===== src/rtl/mem_bus_arbiter_pkg.sv =====
// mem_bus_arbiter_pkg: shared state/grant encodings and timeout default for the bus arbiter.
package mem_bus_arbiter_pkg;
  localparam logic [1:0] GNT_NONE = 2'b00;
  localparam logic [1:0] GNT_M0   = 2'b01;
  localparam logic [1:0] GNT_M1   = 2'b10;
  localparam int TIMEOUT_DEFAULT  = 15;
  // State codes equal the one-hot grant vector so o_gnt comes straight off the state flops.
  typedef enum logic [1:0] {
    IDLE = GNT_NONE,
    GNT0 = GNT_M0,
    GNT1 = GNT_M1
  } state_t;
  function automatic state_t tie_winner(input logic last_grant);
    return last_grant ? GNT0 : GNT1;
  endfunction
endpackage


===== src/rtl/mem_bus_arbiter_timeout_ctr.sv =====
// bus_timeout_ctr: saturating wait counter that flags when the slave has not acked in TIMEOUT cycles.
module bus_timeout_ctr
  import mem_bus_arbiter_pkg::*;
#(
  parameter int TIMEOUT = TIMEOUT_DEFAULT
) (
  input  logic clk,
  input  logic rst_n,
  input  logic run,
  input  logic clr,
  output logic expired
);
  localparam int CW = $clog2(TIMEOUT + 1);
  localparam logic [CW-1:0] LIMIT = CW'(TIMEOUT);
  logic [CW-1:0] cnt;
  always_ff @(posedge clk or negedge rst_n) begin
    if (!rst_n) cnt <= '0;
    else if (clr) cnt <= '0;
    else if (run && cnt != LIMIT) cnt <= cnt + 1'b1;
  end
  assign expired = cnt == LIMIT;
endmodule


===== src/rtl/mem_bus_arbiter.sv =====
// mem_bus_arbiter: round-robin two-master arbiter onto one shared bus slave, with ack timeout.
module mem_bus_arbiter
  import mem_bus_arbiter_pkg::*;
#(
  parameter int ADDR_WIDTH = 32,
  parameter int DATA_WIDTH = 32,
  parameter int TIMEOUT    = TIMEOUT_DEFAULT
) (
  input  logic                    clk,
  input  logic                    rst_n,
  input  logic                    m0_cyc,
  input  logic                    m0_stb,
  input  logic                    m0_we,
  input  logic [ADDR_WIDTH-1:0]   m0_addr,
  input  logic [DATA_WIDTH-1:0]   m0_wdata,
  input  logic [DATA_WIDTH/8-1:0] m0_sel,
  output logic                    m0_ack,
  output logic                    m0_err,
  input  logic                    m1_cyc,
  input  logic                    m1_stb,
  input  logic                    m1_we,
  input  logic [ADDR_WIDTH-1:0]   m1_addr,
  input  logic [DATA_WIDTH-1:0]   m1_wdata,
  input  logic [DATA_WIDTH/8-1:0] m1_sel,
  output logic                    m1_ack,
  output logic                    m1_err,
  output logic [DATA_WIDTH-1:0]   m_rdata,
  output logic                    s_cyc,
  output logic                    s_stb,
  output logic                    s_we,
  output logic [ADDR_WIDTH-1:0]   s_addr,
  output logic [DATA_WIDTH-1:0]   s_wdata,
  output logic [DATA_WIDTH/8-1:0] s_sel,
  input  logic                    s_ack,
  input  logic [DATA_WIDTH-1:0]   s_rdata,
  output logic [1:0]              o_gnt
);
  state_t state, state_nx;
  logic last_grant, gnt0, gnt1, req_stb, expired, timeout;
  always_comb begin
    state_nx = state;
    case (state)
      IDLE:    state_nx = (m0_cyc && m1_cyc) ? tie_winner(last_grant) : m0_cyc ? GNT0 : m1_cyc ? GNT1 : IDLE;
      GNT0:    state_nx = m0_cyc ? GNT0 : m1_cyc ? GNT1 : IDLE;
      GNT1:    state_nx = m1_cyc ? GNT1 : m0_cyc ? GNT0 : IDLE;
      default: state_nx = IDLE;
    endcase
  end
  always_ff @(posedge clk or negedge rst_n) begin
    if (!rst_n) begin
      state      <= IDLE;
      last_grant <= 1'b1;
    end else begin
      state <= state_nx;
      if (state_nx == GNT0) last_grant <= 1'b0;
      else if (state_nx == GNT1) last_grant <= 1'b1;
    end
  end
  assign gnt0  = state == GNT0;
  assign gnt1  = state == GNT1;
  assign o_gnt = state;
  assign s_cyc   = gnt0 ? m0_cyc   : gnt1 ? m1_cyc   : 1'b0;
  assign req_stb = gnt0 ? m0_stb   : gnt1 ? m1_stb   : 1'b0;
  assign s_we    = gnt0 ? m0_we    : gnt1 ? m1_we    : 1'b0;
  assign s_addr  = gnt0 ? m0_addr  : gnt1 ? m1_addr  : '0;
  assign s_wdata = gnt0 ? m0_wdata : gnt1 ? m1_wdata : '0;
  assign s_sel   = gnt0 ? m0_sel   : gnt1 ? m1_sel   : '0;
  // A late ack in the expiry cycle still completes the transfer, so it suppresses the error.
  assign timeout = expired & ~s_ack & (gnt0 | gnt1);
  assign s_stb   = req_stb & ~timeout;
  assign m0_ack  = s_ack & gnt0;
  assign m1_ack  = s_ack & gnt1;
  assign m0_err  = timeout & gnt0;
  assign m1_err  = timeout & gnt1;
  assign m_rdata = s_rdata;
  bus_timeout_ctr #(.TIMEOUT(TIMEOUT)) u_timeout (
    .clk     (clk),
    .rst_n   (rst_n),
    .run     (s_cyc & req_stb & ~s_ack),
    .clr     (s_ack | timeout | (state == IDLE) | (state_nx != state)),
    .expired (expired)
  );
endmodule


===== config.mk =====
export PLATFORM = sky130hd
export DESIGN_NAME = mem_bus_arbiter
export DESIGN_NICKNAME = d
export VERILOG_FILES = /design/src/rtl/mem_bus_arbiter_pkg.sv /design/src/rtl/mem_bus_arbiter_timeout_ctr.sv /design/src/rtl/mem_bus_arbiter.sv
export SDC_FILE = /design/constraint.sdc
export NUM_CORES = 1
export LEC_CHECK = 0
export ABC_AREA = 1
export ABC_CLOCK_PERIOD_IN_PS = 3800
export BUFFER_PORTS_ARGS = -buffer_cell sky130_fd_sc_hd__buf_2
export CAP_MARGIN = 15
export CORE_AREA = 10 10 104 106
export CTS_CLUSTER_DIAMETER = 100
export DETAILED_ROUTE_END_ITERATION = 8
export DIE_AREA = 0 0 114 116
export GPL_TIMING_DRIVEN = 0
export MAX_ROUTING_LAYER = met4
export PLACE_DENSITY = 0.55
export SLEW_MARGIN = 0
export SYNTH_ARGS = -nofsm -noshare
export SYNTH_HDL_FRONTEND = slang
export SYNTH_HIERARCHICAL = 1
export SYNTH_SLANG_ARGS = --single-unit

===== constraint.sdc =====
create_clock -name clk -period 3.8 [get_ports clk]
set_input_delay 0.19 -clock clk [delete_from_list [all_inputs] [get_ports clk]]
set_output_delay 0.19 -clock clk [all_outputs]
set_load 0.01 [all_outputs]

# Word-level counts from Yosys, hierarchy flattened
# Index checks and enable logic that the tools add are counted.
[word_totals]
register_bits = 7
input_bits = 177
output_inout_bits = 109
word_cells = 54
[classes]
add_sub_neg = 1
n_eq_ne = 7
muxes = 23
bitwise_logic = 15
reduce_logical = 5
[ops]
columns = ["cell", "n"]
rows = [
  ["32-bit two-way mux", 4],
  ["4-bit two-way mux", 4],
  ["2-bit two-way mux", 5],
  ["1-bit AND", 9],
  ["1-bit two-way mux", 9],
  ["2-bit one-hot mux with 3 select lines", 1],
  ["4-bit by 1-bit adder with 4-bit output (second input constant)", 1],
  ["2-bit by 1-bit equality test with 1-bit output (second input constant)", 2],
  ["2-bit equality test (second input constant)", 2],
  ["4-bit equality test (second input constant)", 1],
  ["4-bit != test (second input constant)", 1],
  ["1-bit OR", 4],
  ["2-bit nonzero test", 2],
  ["1-bit logical AND", 2],
  ["2-bit logical NOT", 1],
  ["2-bit != test", 1],
  ["1-bit inverter", 2],
]

# Logic depth before layout (Yosys ltp)
[depth]
word_depth = 8
mapped_depth = 12

# Modules after synthesis
# Netlist, hierarchy kept.
[by_module_without_submodules]
columns = ["mod", "instances", "cells_per_inst", "area_per_inst_um2", "seq_area_each_um2"]
rows = [
  ["mem_bus_arbiter", 1, 172, 1345.0, 76.3],
  ["bus_timeout_ctr", 1, 29, 225.2, 100.1],
]

# Worst setup path before layout
# OpenSTA, ideal clock, no wires.
[synth_timing]
kind = "reg-to-reg"
from = "reg state[1] (netlist: o_gnt[1])"
to = "reg u_timeout.cnt[0]"
setup_time_ns = 0.117
arrival_ns = 1.598
setup_slack_ns = 2.086
stages_incl_launch_ff = 13
period_less_slack_ns = 1.714
path_cell_list = "dfrtp_1 inv_1 ha_1 buf_6 nor2_8 buf_8 a22oi_4 nor3_2 nand2_1 inv_2 nand2_1 nand2_1 nor2_1"
[synth_between]
elab_chain_len = 7
elab_cells_between_ends = 19
[synth_rtl]
columns = ["element", "line_no", "rtl"]
rows = [
  ["from (decl)", "mem_bus_arbiter.sv:38", "state_t state, state_nx;"],
  ["from (signal assigned)", "mem_bus_arbiter.sv:54", "state <= state_nx;"],
  ["2-bit by 1-bit equality test with 1-bit output or 2-bit equality test (tied branches)", "mem_bus_arbiter.sv:42, mem_bus_arbiter.sv:59, mem_bus_arbiter.sv:60", ""],
  ["1-bit OR, or another cell as far along", "mem_bus_arbiter.sv:69", "assign timeout = expired & ~s_ack & (gnt0 | gnt1);"],
  ["1-bit AND, or another cell as far along", "mem_bus_arbiter.sv:69", ""],
  ["1-bit OR or 1-bit AND (tied branches) (2 in a row)", "mem_bus_arbiter.sv:80, mem_bus_arbiter.sv:79", ""],
  ["1-bit OR or 1-bit logical AND (tied branches)", "mem_bus_arbiter.sv:80, mem_bus_arbiter_timeout_ctr.sv:19", ""],
  ["4-bit two-way mux or 2-bit nonzero test (tied branches)", "--", ""],
  ["to (signal assigned)", "mem_bus_arbiter_timeout_ctr.sv:19", "else if (run && cnt != LIMIT) cnt <= cnt + 1'b1;"],
  ["to (decl)", "mem_bus_arbiter_timeout_ctr.sv:15", "logic [CW-1:0] cnt;"],
]
# Several ways; a longest one is shown, not always the timed one.
# A chain may end at the register's enable or synchronous reset.

# Worst setup path after layout
[layout_timing]
from = "reg state[0] (netlist: o_gnt[0])"
to = "out s_wdata[15]"
[layout_between]
elab_chain_len = 3
elab_cells_between_ends = 4
[layout_rtl]
columns = ["element", "line_no", "rtl"]
rows = [
  ["2-bit equality test", "mem_bus_arbiter.sv:60", "assign gnt1 = state == GNT1;"],
  ["32-bit two-way mux", "mem_bus_arbiter.sv:66", "assign s_wdata = gnt0 ? m0_wdata : gnt1 ? m1_wdata : '0;"],
  ["32-bit two-way mux *", "mem_bus_arbiter.sv:66", ""],
  ["to (decl)", "mem_bus_arbiter.sv:32", "output logic [DATA_WIDTH-1:0] s_wdata,"],
]
# Every way passes the cells marked *; elsewhere a longest branch is shown, timed or not.

==> flow_metrics.env <==
export IMPL_status="finished clean"
export IMPL_wl_mm=11.1
export IMPL_syn_nets=385
export IMPL_hold_slack_ns=0.325
export IMPL_die_height_um=116
export IMPL_vias=2560
export IMPL_critical_path_required_ns=3.61
export IMPL_drc_errors=0
export IMPL_worstSetupStartpoint="o_gnt[0]"
export IMPL_power_density_mw_per_mm2=596
export IMPL_gp_congestion=0.889
export IMPL_synth_most_common_cell="a22o_1"
export IMPL_ys_ff_latch=7
export IMPL_root_buffer="clkbuf_8"
export IMPL_cpMaxStageDelayCell="dfrtp_1"
export IMPL_num_rows=34
export IMPL_antenna_found_initial=0
export IMPL_worstPathCellList="inv_1 > ha_1 > inv_1 > nor2_8 > buf_4 > a22o_1 > buf_2"
export IMPL_hold_viol_final=0
export IMPL_antenna_left=0
export IMPL_end_kind="primary output"
export IMPL_ys_async_sr_fraction_pct=100
export IMPL_synth_top_cell_area_share_pct=38.5
export IMPL_start_kind="flop"
export IMPL_clk_latency_ns=0.22
export IMPL_r2r_start="o_gnt[0]"
export IMPL_grt_pass1_wl_mm=15.1
export IMPL_syn_mean_instance_area_sq_um=7.81
export IMPL_path_class="flop to primary output"
export IMPL_crit_fanout=10
export IMPL_hp_class="primary input to async pin"
export IMPL_synth_top_cell_by_area="a22o_1"
export IMPL_cts_made_buffers=3
export IMPL_setup_violations=0
export IMPL_grt_start_max_net_pins=11
export IMPL_drv_cap=0
export IMPL_layout_min_cycle_time_ns=2.13
export IMPL_drive_above_1_share_pct=67.3
export IMPL_clock_skew_ns=0.000830
export IMPL_leakagePower_nw=1.97
export IMPL_wire_per_inst_um=19.6
export IMPL_ff2ff_path_depth=12
export IMPL_clockBufferDepth=2
export IMPL_tritoncts="built"
export IMPL_worstPathArrival_ns=1.94
export IMPL_ctsResizeCount=0
export IMPL_synth_common_cells="a22o_1 (69), buf_4 (35), nand2_1 (24)"
export IMPL_dr_pass1_iters=4
export IMPL_fin_tns_setup_ns=0
export IMPL_num_io_pins=286
export IMPL_drt_iter0_drc=189
export IMPL_design_die_area_sq_mm=0.0132
export IMPL_cts_sinks=7
export IMPL_reg2reg_slack_ns=1.82
export IMPL_io_buffers=253
export IMPL_yosysWarnings=6
export IMPL_fp_dieW_um=114
export IMPL_groute_usage_overall_pct=14.5
export IMPL_tightest_slew_ns=0.269
export IMPL_grt_pass1_vias=2515
export IMPL_timing_rr_end="u_timeout/cnt[2]"
export IMPL_path_common_cell="inv_1"
export IMPL_synth_top_cells_by_area="a22o_1 (38%), buf_4 (17%), dfrtp_1 (9.6%)"
export IMPL_diodes=0
export IMPL_ys_seq_area_share_pct=11.2
export IMPL_post_cts_buffers=0
export IMPL_slowest_delay_ns=0.45
export IMPL_synth_area_sq_mm=0.00157
export IMPL_rsz0062_at_grt="false"
export IMPL_clk_pin_slew_worst_paths_ns=0.04
export IMPL_core_area_sq_mm=0.00868
export IMPL_start_util_pct=18.1
export IMPL_timing_slew_headroom_pct=82.1
export IMPL_hold_buffers=1
export IMPL_area_growth_pct=92.7
export IMPL_via_per_inst=4.51
export IMPL_slew_viol_final=0
export IMPL_grt_overflow_total=0
export IMPL_dp_hpwl_mm=9.92
export IMPL_dp_cells=562
export IMPL_ys_flop_type="dfrtp_1"
export IMPL_fmax_mhz=469
export IMPL_layout_nets=644
export IMPL_instances_no_fill=567
export IMPL_synth_cells=201
export IMPL_post_route_period_util_pct=56.1
export IMPL_synth_edf_count=0
export IMPL_ir_drop_uv=235
export IMPL_h_tree_depth=1
export IMPL_synth_cell_types=22
==> placed cells by master (no fill, tap or decap), types with 2 or more instances in the layout <==
cell type  Yosys  layout
clkbuf_8       0       3
buf_4         35      35
buf_2          7     260
nand2_1       24      24
nor2_1         9       9
inv_1         17      17
a21oi_1        2       2
nand3_1        7       7
nand4_1        3       3
ha_1           7       7
a22o_1        69      69
dfrtp_1        6       6
buf_6          4       4
o21ai_0        2       2
==> registers in the layout (all words and copies together) (netlist names) <==
register       flops
last_grant         1
o_gnt              2
u_timeout/cnt      4
==> kinds of logic after synthesis <==
kind of cell             share of synthesized area (%)
AO/OA/AOI/OAI                                     41.6
buffers and inverters                             27.1
AND/OR/NAND/NOR                                   13.9
adder cells (fa/ha/maj)                           5.58
flip-flops                                        11.2
XOR/XNOR                                         0.558
==> per-stage QoR <==
stage | setup WS (ns) | utilization (%) | power, W | cell area [sq um]
finish | 1.67 | 34.9 | 0.00180 | 3030
global placement | 1.84 | 34.2 | 0.00171 | 2970
CTS | 1.65 | 34.9 | 0.00183 | 3030
detailed placement | 1.81 | 34.2 | 0.00171 | 2970
global route | 1.54 | 34.9 | 0.00194 | 3030
floorplan | 2.09 | - | 0.00105 | 1570
==> how the worst max path moves through the flow <==
stage,to,cells past startpoint
floorplan,u_timeout/cnt[0],12
global placement,u_timeout/cnt[3],12
detailed placement,u_timeout/cnt[2],12
CTS,s_wdata[15],7
global route,s_wdata[15],7
finish,s_wdata[15],7
==> critical path: cells and delay by family (launching register included) <==
kind | cells | cell delay, ns
compound gates | 1 | 0.18
fa+ha+maj | 1 | 0.21
buf+inv | 4 | 0.65
flops | 1 | 0.45
simple gates | 1 | 0.22
==> routing by layer <==
layer	GRT usage, %	vias to the layer above	share of wire [%]
met5	-	-	0
met4	0.752	0	0.20
met3	3.41	4	9.0
met2	26.2	169	53
met1	16.7	1165	37
li1	-	1222	-
==> layout make-up <==
class / count / area, sq um
Inverter: 18 / 67.6
Sequential cell: 7 / 176
Fill cell: 951 / 5650
Buffer: 47 / 358
Clock buffer: 4 / 45.0
Timing Repair Buffer: 254 / 1280
Tap cell: 108 / 135
Multi-Input combinational cell: 129 / 968
==> power by group <==
part	internal, W	leakage [nW]	total (W)	switching (W)
registers	0.0000955	0.0920	0.000118	0.0000229
logic	0.000702	1.86	0.00158	0.000882
clock network	0.0000724	0.0228	0.000102	0.0000297
No activity file was read; power rests on OpenSTA's default activity.
